File: config.mk
export PLATFORM = sky130hd
export DESIGN_NAME = param_updown_counter
export DESIGN_NICKNAME = d
export VERILOG_FILES = /design/src/rtl/counter_pkg.sv /design/src/rtl/udc_prescaler.sv /design/src/rtl/param_updown_counter.sv
export SDC_FILE = /design/constraint.sdc
export NUM_CORES = 1
export LEC_CHECK = 0
export ABC_AREA = 1
export CAP_MARGIN = 15
export CORE_UTILIZATION = 30
export DETAILED_ROUTE_END_ITERATION = 10
export PLACE_DENSITY = 0.5
export SYNTH_ARGS = -nofsm -noshare
export SYNTH_HDL_FRONTEND = slang
export SYNTH_SLANG_ARGS = --single-unit
File: constraint.sdc
create_clock -name clk -period 1.5 [get_ports clk]
set_input_delay 0.15 -clock clk [delete_from_list [all_inputs] [get_ports clk]]
set_output_delay 0.15 -clock clk [all_outputs]
set_load 0.01 [all_outputs]
File: src/rtl/counter_pkg.sv
// counter_pkg: shared FSM state encoding and direction constants for param_updown_counter.
package counter_pkg;

    typedef enum logic [1:0] {
        IDLE = 2'b00,
        RUN  = 2'b01,
        DONE = 2'b10
    } state_t;

    localparam logic DIR_UP   = 1'b0;
    localparam logic DIR_DOWN = 1'b1;

endpackage

File: src/rtl/udc_prescaler.sv
// udc_prescaler: PRESCALE-modulo tick generator with synchronous clear.
//   clk     - rising-edge clock
//   reset_n - asynchronous active-low reset (clears the divider)
//   clr     - restart the divider; the next tick comes PRESCALE edges later
//   tick    - high for one cycle every PRESCALE cycles
module udc_prescaler
    import counter_pkg::*;
#(
    parameter int PRESCALE = 4
) (
    input  logic clk,
    input  logic reset_n,
    input  logic clr,
    output logic tick
);

    localparam int CW = $clog2(PRESCALE);

    logic [CW-1:0] cnt;

    assign tick = cnt == CW'(PRESCALE - 1);

    always_ff @(posedge clk or negedge reset_n)
        if (!reset_n)
            cnt <= '0;
        else
            cnt <= (clr || tick) ? '0 : cnt + 1'b1;

endmodule

File: src/rtl/param_updown_counter.sv
// param_updown_counter: parametrised up/down event/timer counter with load, start/stop,
// one-shot or wrapping mode, registered terminal-count pulse and busy/done status.
// Optional macro UDC_PRESCALE_EN adds parameter PRESCALE: RUN steps only on a prescaler tick.
//   clk      - rising-edge clock
//   reset_n  - asynchronous active-low reset
//   start    - begin or resume counting
//   stop     - halt counting and hold q
//   dir      - 0 count up, 1 count down
//   oneshot  - 1 stop at the terminal value, 0 wrap
//   load     - parallel load of load_val (clamped to MAX_VAL)
//   load_val - load data
//   q / nq   - count value and its registered inverse
//   tc       - one-cycle terminal-count pulse
//   busy     - high in RUN
//   done     - high in DONE
module param_updown_counter
    import counter_pkg::*;
#(
    parameter int WIDTH     = 4,
    parameter int MAX_VAL   = 2**WIDTH - 1,
    parameter int RESET_VAL = MAX_VAL
`ifdef UDC_PRESCALE_EN
    ,
    parameter int PRESCALE  = 4
`endif
) (
    input  logic             clk,
    input  logic             reset_n,
    input  logic             start,
    input  logic             stop,
    input  logic             dir,
    input  logic             oneshot,
    input  logic             load,
    input  logic [WIDTH-1:0] load_val,
    output logic [WIDTH-1:0] q,
    output logic [WIDTH-1:0] nq,
    output logic             tc,
    output logic             busy,
    output logic             done
);

    localparam logic [WIDTH-1:0] MAXV = WIDTH'(MAX_VAL);
    localparam logic [WIDTH-1:0] RSTV = WIDTH'(RESET_VAL);

    state_t           state;
    logic [WIDTH-1:0] reload, q_nx, term, step_val, ld_val;
    logic             at_term, tick, adv;

    assign term     = dir == DIR_DOWN ? '0 : MAXV;
    assign at_term  = q == term;
    assign step_val = dir == DIR_UP ? (q == MAXV ? '0 : q + 1'b1)
                                    : (q == '0 ? MAXV : q - 1'b1);
    assign ld_val   = load_val > MAXV ? MAXV : load_val;
    // a RUN-state advance opportunity this edge (load is resolved separately, ahead of it)
    assign adv      = state == RUN && !stop && tick;
    assign q_nx     = load                          ? ld_val   :
                      adv && !(oneshot && at_term)  ? step_val :
                      state == DONE && start        ? reload   : q;
    assign busy     = state == RUN;
    assign done     = state == DONE;

`ifdef UDC_PRESCALE_EN
    // held cleared outside RUN so the first tick lands PRESCALE edges after entering RUN
    udc_prescaler #(.PRESCALE(PRESCALE)) u_psc (
        .clk     (clk),
        .reset_n (reset_n),
        .clr     (load || stop || state != RUN),
        .tick    (tick)
    );
`else
    assign tick = 1'b1;
`endif

    always_ff @(posedge clk or negedge reset_n)
        if (!reset_n) begin
            q      <= RSTV;
            nq     <= ~RSTV;
            reload <= RSTV;
            tc     <= 1'b0;
            state  <= IDLE;
        end else begin
            q  <= q_nx;
            nq <= ~q_nx;
            // leaving the terminal value is either a wrap or the oneshot finish; both pulse tc
            tc <= !load && adv && at_term;
            if (load) begin
                reload <= ld_val;
                if (state == DONE) state <= IDLE;
            end else begin
                case (state)
                    IDLE:    if (start && !stop) state <= RUN;
                    RUN:     if (stop) state <= IDLE;
                             else if (tick && oneshot && at_term) state <= DONE;
                    DONE:    if (start) state <= RUN;
                    default: state <= IDLE;
                endcase
            end
        end

endmodule

# Yosys cells after proc, flatten, opt, wreduce, memory -nomap -nowiden
# Index checks and enable logic that the tools add are counted.
dict set report totals {
  regBits 15
  in_bits 11
  out_inout_bits 11
  word_cells 45
}
dict set report op_classes {
  add_sub_neg 2
  n_lt_le_gt_ge 1
  eq_ne 8
  n_mux 15
  n_bitwise 1
  n_reduce_logical 13
}
# operator n
set ops {}
lappend ops {{two-way mux 4 bit} 8}
lappend ops {{two-way mux 2 bit} 6}
lappend ops {{logical AND 1 bit} 7}
lappend ops {{!= test 3 bit, second input constant} 2}
lappend ops {{one-hot mux 2 bit (3 select lines)} 1}
lappend ops {{adder 4 x 1 -> 4 bit, second input constant} 1}
lappend ops {{equality test 4 bit} 1}
lappend ops {{equality test 4 bit, second input constant} 1}
lappend ops {{> comparator 4 bit, second input constant} 1}
lappend ops {{zero test 4 bit} 1}
lappend ops {{!= test 4 x 3 -> 1 bit, second input constant} 1}
lappend ops {{NOT 4 bit} 1}
lappend ops {{AND reduction 4 bit} 1}
lappend ops {{subtractor 4 x 1 -> 4 bit, second input constant} 1}
lappend ops {{zero test 1 bit} 3}
lappend ops {{equality test 2 x 1 -> 1 bit, second input constant} 1}
lappend ops {{equality test 2 bit, second input constant} 1}
lappend ops {{zero test 2 bit} 1}
lappend ops {{!= test 2 x 1 -> 1 bit, second input constant} 1}

# Logic depth before layout (Yosys ltp)
dict set report depth {
  word_depth 8
  ltp_mapped 10
  ltp_nobuf 10
}

# Least setup slack after synthesis
# Ideal clock, no wire load.
dict set report synth_timing {
  kind {flip-flop to flip-flop}
  from {register q[0]}
  to {register nq[1]}
  setup_ps 115
  arrival_time_ps 1318
  required_ps 1385
  path_slack_ps 66
  stages_incl_launch_ff 8
  n_path_buf 0
  synth_period_minus_slack_ps 1434
  path_cell_list {dfstp_2 > inv_1 > ha_1 > xnor2_1 > nand3_1 > nand2_1 > nor2_1 > nor2_1}
}
dict set report synth_between {
  elab_chain_len 7
}
# element line
set synth_rtl {}
lappend synth_rtl {{start: declaration} param_updown_counter.sv:35} ;# output logic [WIDTH-1:0] q,
lappend synth_rtl {{start signal: assignment} param_updown_counter.sv:82} ;# q <= q_nx;
lappend synth_rtl {{parallel branches: the longest is 4 deep, another holds adder 4 x 1 -> 4 bit} -}
lappend synth_rtl {{two-way mux 4 bit *} param_updown_counter.sv:57} ;# adv && !(oneshot && at_term) ? step_val :
lappend synth_rtl {{two-way mux 4 bit *} param_updown_counter.sv:56} ;# assign q_nx = load ? ld_val :
lappend synth_rtl {{NOT 4 bit *} param_updown_counter.sv:83} ;# nq <= ~q_nx;
lappend synth_rtl {{end signal: assignment} param_updown_counter.sv:77} ;# nq <= ~RSTV;
lappend synth_rtl {{end signal: assignment} param_updown_counter.sv:83}
lappend synth_rtl {{end: declaration} param_updown_counter.sv:36} ;# output logic [WIDTH-1:0] nq,
# Mark *: on every way between the ends.
# A chain may end at the register's enable or synchronous reset.

# Final worst setup path
dict set report layout_timing {
  from {register q[1]}
  to {register nq[0]}
}
dict set report layout_between {
  elab_chain_len 7
}
# element line
set layout_rtl {}
lappend layout_rtl {{equality test 4 bit} param_updown_counter.sv:50} ;# assign at_term = q == term;
lappend layout_rtl {{logical AND 1 bit} param_updown_counter.sv:57}
lappend layout_rtl {{zero test 1 bit} param_updown_counter.sv:57}
lappend layout_rtl {{logical AND 1 bit} param_updown_counter.sv:57}
lappend layout_rtl {{two-way mux 4 bit *} param_updown_counter.sv:57}
lappend layout_rtl {{two-way mux 4 bit *} param_updown_counter.sv:56}
lappend layout_rtl {{net q_nx[0]} param_updown_counter.sv:46} ;# logic [WIDTH-1:0] reload, q_nx, term, step_val, ld_val;
lappend layout_rtl {{NOT 4 bit *} param_updown_counter.sv:83}
# The timed path passes the listed nets; every way through them passes the cells marked *.

==> results.md <==
* Worst path cell trace: ha_2 > nand3_2 > nand2_1 > nand2_1 > nand2_1 > nand3_2 > nand3_2 > nand2_2 > inv_2
* Placed Instance Area at 1280 sq um
* Synth top area share at 21.1%
* Crit-path slowest cell: dfstp_2
* Port bufs at 21
* Max Clock Skew at 0.00492 ns
* Post-synthesis net count at 151
* Core area at 3100 sq um
* Die X at 59.6 um
* Routed WL at 2390 um
* Vias in the first global route at 900
* Vias per cell at 4.50
* Clock Tree Root: clkbuf_4
* Cell row count at 20
* Post-DRT Antenna Nets at 0
* Reg power frac at 36.3%
* First-pass GRT wire length at 4020 um
* Commonest non-fill, non-tap cells in the layout: nand2_1 (43), clkdlybuf4s50_1 (15), inv_1 (13)
* Critical path data arrival time at 1.74 ns
* Commonest non-fill, non-tap cell in the layout: nand2_1
* Initial Utilization at 32.1%
* Slew at the pin closest to its max-slew limit at 0.246 ns
* Unrepaired setup endpoints after global routing: yes
* Residual DRC count at 0
* Status: finished clean
* #FFs+latches synth at 15
* Tcrit/Tclk final at 99.8%
* Clk slew on worst S/H paths at 0.10 ns
* CP top delay family: flip-flops
* Layout cells sized above 1 at 35.3%
* Final instance area at 1410 sq um
* Tmin final at 1.50 ns
* DRT Pass-1 Iters at 4
* CTS Buffer Depth at 2
* Switch share at 41.1%
* Syn Std Cell Area at 995 sq um
* I/O Pins at 22
* CTS tree: built
* GPL Wtd Cong at 0.810
* Drt initial violations at 41
* HPWL after DPL at 1750 um
* Seq/Total Area, Yosys at 38.7%
* Hold slack at 0.168 ns
* Int Pwr at 986 uW
* Syn Area/Cell at 7.21 sq um
* Via Count at 962
* Area added between synthesis and finish at 42.0%
* R2R Path End: nq[0]
* Initial antenna violation count at 0
* Clk_lat worst skew at 0.29 ns
* Grt ovf at 0
* Sw power at 688 uW
* Top cells by area, synth: dfstp_2 (21%), nand2_1 (18%), dfrtp_1 (18%)
* Maximum number of pins on one net before global-route repair at 16
* Max-cap check violation count at 0
* RR Startpoint: q[1]
* Setup slack, reg-to-reg at 0.003 ns
* Worst Reg-to-Reg Cells at 9
* Crit path buffers/inverters at 1
* All-Layer GR Usage at 15.1%
* Die ar. at 3550 sq um
* Peak supply drop at 0.521 mV
* Static leakage at 0.698 nW
* Final #Nets at 184
* Yosys cell types at 26
* Max incr delay on CP at 0.61 ns
* Max-slew violation count at 0
* Clock Sinks at 15
* Final setup viols at 0
* Setup crit end kind: flop
* CP required at 1.74 ns
* Avg WL per Cell at 11.2 um
* Hold_buf cts at 0
* Filler cell count at 334
* Clock power share at 14.7%
* Core Util, Final at 45.5%
* Synth Instances at 138
* Final Hold Vio Count at 0
* ANT cells at 0
* Hold Path Class: input pin to async pin
* Die height at 59.6 um
* Startpoint Class: flop
* Peak Freq at 0.668 GHz
* Crit Path Max Fanout at 6
* Logic gate share of total power at 48.9%
* Yosys warns at 0
* Largest area contributor in the netlist: dfstp_2
* Max-slew headroom at 83.6%
* H-tree levels at 1
* CTS Buf Count at 3
* PwrDens at 1190 nW/um^2
* Crit Path Category: flop to flop
cells in the mapped netlist:
cell and number:
nand2_2 8, buf_4 1, a21oi_1 2, nand3_4 1, dfstp_2 8, a21boi_2 1
clkinv_1 1, nand2_1 48, inv_2 4, ha_1 2, nand4_1 2, dfrtp_1 7
and2_1 1, xnor2_1 1, o21ai_2 1, nor2_4 3, nand2_4 1, o21ai_0 3
nor2_1 6, nand3_1 15, clkinv_2 1, buf_2 1, or2_2 1, inv_1 14
o21ai_1 4, nor2_2 1
worst max-delay path by stage:
stage | to | from | slack (ns) | depth (start not counted)
global route | nq[0] | q[1] | -0.1 | 9
global placement | nq[0] | q[0] | 0.04 | 9
CTS | nq[2] | q[0] | 0.006 | 10
floorplan | nq[1] | q[0] | 0.07 | 7
detailed placement | nq[2] | q[0] | 0.008 | 10
finish | nq[0] | q[1] | 0.003 | 9
sequential cells by signal (all words and copies together) (netlist names):
name	flops
nq	4
q	4
reload	4
state	2
tc	1
per-stage QoR:
| step | power, mW | std cells | setup slack, ns | TNS, ns |
|---|---|---|---|---|
| after global routing | 1.81 | 214 | -0.0952 | -0.442 |
| after detailed placement | 1.35 | 206 | 0.00830 | 0 |
| after global placement | 1.35 | 206 | 0.0397 | 0 |
| after CTS | 1.62 | 215 | 0.00629 | 0 |
| after floorplan | 1.07 | 138 | 0.0661 | 0 |
| final | 1.67 | 214 | 0.00303 | 0 |
power groups by stage:
stage          Combinational, mW  Clock, mW  Sequential [mW]
6_report                   0.820      0.247            0.608
4_1_cts                    0.782      0.257            0.578
3_3_place_gp               0.738          0            0.609
3_5_place_dp               0.737          0            0.611
5_1_grt                    0.918      0.274            0.622
2_1_floorplan              0.455          0            0.619
worst register-to-register path, stage by stage, from the launching register on:
cell     delay [ns]
dfstp_2        0.61
ha_2           0.22
nand3_2        0.12
nand2_1        0.08
nand2_1        0.04
nand2_1        0.09
nand3_2        0.09
nand3_2        0.08
nand2_2        0.08
inv_2          0.05
area by class of cell:
class	count	area, sq um	area share [%]
multi-input cells	101	594	42.1
flip-flops and latches	15	387	27.4
clock buffers	4	26.3	1.86
repair buffers	30	274	19.4
well taps	44	55.1	3.90
inverters	20	76.3	5.40
metal layers:
metal	global-route usage, %	up-vias	share of wire [%]
met5	0	-	0
met4	4.98	0	1.2
met3	2.62	4	4.1
met2	24.1	23	47
met1	20.6	440	48
li1	-	495	-
logic make-up after synthesis:
kind of cell / synth area share (%)
adders and majority gates: 2.52
AOI/OAI and AO/OA: 6.54
and+or+nand+nor: 42.4
DFF: 38.7
buffers and inverters: 8.93
xor gates and xnor gates: 0.881
timing repair:
item | in CTS | in global routing
gates resized for setup | 7 | 20
buffers inserted | 5 | 1
pin swaps | 1 | 7
setup endpoints to repair | 8 | 10
No activity file was read; power rests on OpenSTA's default activity.
==> edit 1, RTL diff (same settings) <==
Put a register stage on the outputs `busy` and `done`. The values now appear one clock later. The other outputs are not delayed to match. Comments in the files are not updated.
--- a/src/rtl/param_updown_counter.sv
+++ b/src/rtl/param_updown_counter.sv
@@ -56,8 +56,10 @@
     assign q_nx     = load                          ? ld_val   :
                       adv && !(oneshot && at_term)  ? step_val :
                       state == DONE && start        ? reload   : q;
-    assign busy     = state == RUN;
-    assign done     = state == DONE;
+    always_ff @(posedge clk) begin
+        busy <= state == RUN;
+        done <= state == DONE;
+    end
 
 `ifdef UDC_PRESCALE_EN
     // held cleared outside RUN so the first tick lands PRESCALE edges after entering RUN
Formal check against the unedited RTL: not equivalent (Yosys sat finds a counterexample within 4 cycles, from zero or initial values and one cycle with reset_n low).
==> edit 1 against the unedited design <==
The flow now finishes with violations (negative setup slack); worst hold slack worse by 11 ps; synthesized cell count is 1.4% higher; critical path type unchanged; power is 9.2% higher; design area is 7.5% higher; largest power group unchanged; sequential cell count is 2 higher; clock skew is 1.3 ps lower; critical endpoint is now nq[1]$_DFF_PN0_; via count is 1.5% higher; setup slack worse by 27 ps; area after synthesis is 4.0% higher; maximum frequency is 1.8% lower; wire length is 2.0% higher.
==> edit 1: results (changes against the unedited design) <==
maximum number of pins on one net before global-route repair=16 (unchanged); GRT Util Overall=15.45% (was 15.09%); violated checks=negative setup slack; adder-cell share of the synthesized area=2.418% (was 2.516%); Compound-Gate Fraction of Synth Area=6.288% (was 6.541%); CP Launch Point=q[0]$_DFF_PN1_ (was q[1]$_DFF_PN1_); routed via count divided by cell count=4.416 (was 4.495); Synth cell types=27 (was 26); routed wire length on met2=1160 µm (was 1121 µm); routed metal-1 wirelength=1152 µm (was 1141 µm); placed wire-length estimate after detailed placement=1806 µm (was 1746 µm); DRC marker count from the first detailed-route iteration=27 (was 41); cell count of the worst reg-to-reg path=10 (was 9); setup slack after layout=-23.94 ps (was 3.030 ps); fraction of final layout cells with drive strength greater than 1=38.42% (was 35.29%); number of endpoints failing setup at the final stage=4 (was 0); clk_skew=3.601 ps (was 4.920 ps); share of the yosys chip area belonging to registers=41.11% (was 38.74%); post-layout net count=191 (was 184); share of the synthesized area in the top cell type=20.31% (was 21.13%); via count of the first global-routing pass=1016 (was 900); outcome=complete, but fails checks (was finished clean); fraction of synthesized cell area in xor and xnor cells=0.8464% (was 0.8805%); peak supply drop=0.4726 mV (was 0.5210 mV); leakage power figure=0.7414 nW (was 0.6984 nW); routed length on met3=76 µm (was 99 µm)
edit 1: cell count changes after synthesis, sizes merged:
cell,change
dfxtp,+2
edit 1: worst min-delay path by stage:
stage	depth (start not counted)	end	startpoint	slack, ps
2_1_floorplan	0	nq[0]$_DFF_PN0_	reset_n	-150
3_3_place_gp	2	reload[0]$_DFFE_PN1P_	reload[0]$_DFFE_PN1P_	460
3_5_place_dp	2	reload[2]$_DFFE_PN1P_	reload[2]$_DFFE_PN1P_	460
4_1_cts	2	state[0]$_DFFE_PN0P_	reset_n	170
5_1_grt	2	state[0]$_DFFE_PN0P_	reset_n	180
6_report	2	state[0]$_DFFE_PN0P_	reset_n	160
edit 1: report_power, final:
group | leakage [nW] | internal [mW] | switching, mW
Clock | 0.0150 | 0.103 | 0.146
Combinational | 0.540 | 0.420 | 0.491
Sequential | 0.186 | 0.581 | 0.0883
edit 1: per-layer routing:
layer / vias up / global-route usage (%)
met5: - / 0
met4: 0 / 6.169
met3: 6 / 2.559
met2: 18 / 26.06
met1: 444 / 19.71
li1: 508 / -
edit 1: critical path: stages (launching register included):
cell and delay (ps):
sky130_fd_sc_hd__dfstp_2 640, sky130_fd_sc_hd__buf_6 140, sky130_fd_sc_hd__nand2_4 40, sky130_fd_sc_hd__inv_2 60
sky130_fd_sc_hd__nand2_4 50, sky130_fd_sc_hd__nand2_4 60, sky130_fd_sc_hd__nand3_4 130, sky130_fd_sc_hd__nand3_2 110
sky130_fd_sc_hd__nand2_2 60, sky130_fd_sc_hd__nor2_2 100, sky130_fd_sc_hd__nor2_1 50
edit 1: area by class of cell:
cell class	instances	area (µm²)
Timing Repair Buffer	35	317.8
Sequential cell	17	425.4
Multi-Input combinational cell	101	618.1
Inverter	20	76.32
Clock buffer	4	26.28
Tap cell	44	55.05
Fill cell	359	1634
edit 1: metrics by stage:
stage          instances  setup WS, ps  power (mW)  cell area [µm²]  TNS, ps
2_1_floorplan        140         66.09       1.147             1035        0
3_3_place_gp         211        -37.02       1.433             1348   -37.02
3_5_place_dp         211        -47.51       1.436             1348   -47.51
4_1_cts              221         2.912       1.737             1421        0
5_1_grt              221        -105.8       1.983             1519   -829.7
6_report             221        -23.94       1.829             1519   -42.61
edit 1: what timing repair did:
item / CTS / global route
endpoints found under the hold margin: 0 / 0
setup endpoints to repair: 8 / 10
resized for setup: 6 / 25
buffers inserted: 6 / 1
pin swaps: 1 / 13
edit 1: logic make-up (layout without fill, tap and decap cells):
group / Yosys count / after routing
compound gates: 11 / 11
xor+xnor: 1 / 1
fa+ha+maj: 2 / 2
buf+inv: 22 / 59
flops: 17 / 17
simple gates: 87 / 87
==> edit 2, RTL diff (same flow settings) <==
Made on the original files. The parameter `WIDTH` goes from 4 to 5.
--- a/src/rtl/param_updown_counter.sv
+++ b/src/rtl/param_updown_counter.sv
@@ -16,7 +16,7 @@
 module param_updown_counter
     import counter_pkg::*;
 #(
-    parameter int WIDTH     = 4,
+    parameter int WIDTH     = 5,
     parameter int MAX_VAL   = 2**WIDTH - 1,
     parameter int RESET_VAL = MAX_VAL
 `ifdef UDC_PRESCALE_EN
Interface: changed (resized load_val, nq and q); port bits go from 22 to 25. The function was not compared with the original's and may differ.
==> edit 2 against the unedited design <==
The flow now finishes with violations (negative setup slack); sequential power grew 14%; sequential cell count grew 3; design area grew 20%; count of clock-buffer cells in the layout stayed put; wire length increased by 18%; power grew 33%; area after synthesis grew 11%; setup slack got worse by 200 ps; highest routed layer unchanged.
==> edit 2: results (changes against the unedited design) <==
Clk pin slew, worst setup/hold paths=70 ps (was 100 ps); overall power=2.224 mW (was 1.675 mW); Post-Synthesis Net Count=166 (was 151); outcome=complete, but fails checks (was finished clean); cell at the root of the clock tree=sky130_fd_sc_hd__clkbuf_8 (was sky130_fd_sc_hd__clkbuf_4); minimum setup slack after placement=-176.9 ps (was 8.304 ps); maximum number of pins on one net before global-route repair=19 (was 16); DRC marker count from the first detailed-route iteration=31 (was 41); top layer used by detailed routing=met4 (unchanged); leakage power figure=0.8464 nW (was 0.6984 nW); sum of negative setup slack=-1082 ps (was 0 ps); Worst Path Arrival=1900 ps (was 1740 ps); top area cells in the synthesized netlist=sky130_fd_sc_hd__dfstp_2 (24%), sky130_fd_sc_hd__nand2_1 (19%), sky130_fd_sc_hd__dfrtp_1 (18%), sky130_fd_sc_hd__nand3_2 (5.4%), sky130_fd_sc_hd__inv_1 (4.8%) (was sky130_fd_sc_hd__dfstp_2 (21%), sky130_fd_sc_hd__nand2_1 (18%), sky130_fd_sc_hd__dfrtp_1 (18%), sky130_fd_sc_hd__nand3_1 (7.5%), sky130_fd_sc_hd__inv_1 (5.3%)); peak supply drop=0.6121 mV (was 0.5210 mV); routed metal-1 wirelength=1368 µm (was 1141 µm); post-layout net count=213 (was 184); setup slack after layout=-193.4 ps (was 3.030 ps); biggest regs=nq: 5 flops, q: 5 flops, reload: 5 flops (was nq: 4 flops, q: 4 flops, reload: 4 flops); count of input and output buffers=24 (was 21); violated checks=negative setup slack; HP Class=input port to async pin (unchanged); cell count of the worst reg-to-reg path=10 (was 9); most frequent cells after synthesis=sky130_fd_sc_hd__nand2_1 (55), sky130_fd_sc_hd__inv_1 (14), sky130_fd_sc_hd__nor2_1 (12) (was sky130_fd_sc_hd__nand2_1 (48), sky130_fd_sc_hd__nand3_1 (15), sky130_fd_sc_hd__inv_1 (14)); residual DRC count=0 (unchanged); routed via count divided by cell count=4.366 (was 4.495); Synth cell types=23 (was 26); worst-margin pin slew=340.1 ps (was 246.5 ps); async set or reset register ratio after synthesis=100.0% (unchanged); share of the yosys chip area belonging to registers=41.95% (was 38.74%); filler cell count in the final layout=356 (was 334); routed length on met3=87 µm (was 99 µm); clk_skew=1.137 ps (was 4.920 ps); met1 track utilization from global routing=20.09% (was 20.62%); final weighted congestion of routability-driven global placement=0.8268 (was 0.8099); met2 usage=24.86% (was 24.08%); routed wire length on met2=1328 µm (was 1121 µm); number of endpoints failing setup at the final stage=12 (was 0); post-synthesis register bit count=18 (was 15); wire length of the first global-routing pass=4678 µm (was 4022 µm); via count of the first global-routing pass=1050 (was 900); global routing usage on met3=2.737% (was 2.620%); fraction of final layout cells with drive strength greater than 1=40.10% (was 35.29%); GRT Util Overall=15.23% (was 15.09%)
edit 2: cell types whose count changed after synthesis, sizes merged:
| cell | unedited run | this run |
|---|---|---|
| nand3 | 16 | 12 |
| a21boi | 1 | 0 |
| inv | 18 | 21 |
| a21oi | 2 | 3 |
| dfrtp | 7 | 8 |
| ha | 2 | 3 |
| clkinv | 2 | 1 |
| dfstp | 8 | 10 |
| nand2 | 57 | 63 |
| o21ai | 8 | 10 |
| clkbuf | 0 | 1 |
| nor2 | 10 | 12 |
edit 2: final timing paths:
kind | start | endpoint | slack (ps)
worst max-delay path | q[1]$_DFF_PN1_ | nq[4]$_DFF_PN0_ | -190
worst min-delay path | reset_n | state[0]$_DFFE_PN0P_ | 210
worst max register to register | q[1]$_DFF_PN1_ | nq[4]$_DFF_PN0_ | -190
worst min register to register | reload[4]$_DFFE_PN1P_ | reload[4]$_DFFE_PN1P_ | 460
max in group asynchronous | reset_n | q[2]$_DFF_PN1_ | 1030
min in group clk | load_val[0] | reload[0]$_DFFE_PN1P_ | 440
edit 2: power by group:
group | switching [mW] | total, mW | leakage, nW | internal (mW)
Combinational | 0.591 | 1.13 | 0.616 | 0.536
Clock | 0.168 | 0.402 | 0.0288 | 0.234
Sequential | 0.0775 | 0.695 | 0.202 | 0.618
edit 2: timing repair:
action / in CTS / in global routing
endpoints found under the setup margin: 18 / 13
pin swaps: 5 / 15
resized for setup: 8 / 31
buffers inserted: 1 / 4
edit 2: final cells by class:
class / count / area (µm²) / area share [%]
Multi-Input combinational cell: 108 / 644.4 / 37.87
Inverter: 22 / 85.08 / 5.000
Tap cell: 46 / 57.56 / 3.382
Sequential cell: 18 / 462.9 / 27.21
Timing Repair Buffer: 45 / 396.6 / 23.31
Clock buffer: 4 / 55.05 / 3.235
edit 2: metrics by stage:
step	instances	area [µm²]	hold WS (ps)
global placement	234	1525	453.1
CTS	239	1580	222.9
global route	243	1702	247.1
floorplan	151	1124	-145.6
finish	243	1702	213.9
detailed placement	234	1525	458.3
edit 2: critical path, cell delays in order (launching register included):
cell	delay, ps
sky130_fd_sc_hd__dfstp_2	570
sky130_fd_sc_hd__ha_4	160
sky130_fd_sc_hd__nand2_4	50
sky130_fd_sc_hd__nor2_4	130
sky130_fd_sc_hd__ha_4	210
sky130_fd_sc_hd__or2_4	220
sky130_fd_sc_hd__o21ai_2	50
sky130_fd_sc_hd__nand2_1	70
sky130_fd_sc_hd__nand3_2	70
sky130_fd_sc_hd__nand2_2	60
sky130_fd_sc_hd__inv_2	40
edit 2: cells by family after synthesis:
logic type / synth area share [%]
compound gates: 6.235
xor+xnor: 0.7938
fa+ha+maj: 3.402
buf+inv: 8.956
flops: 41.95
simple gates: 38.66
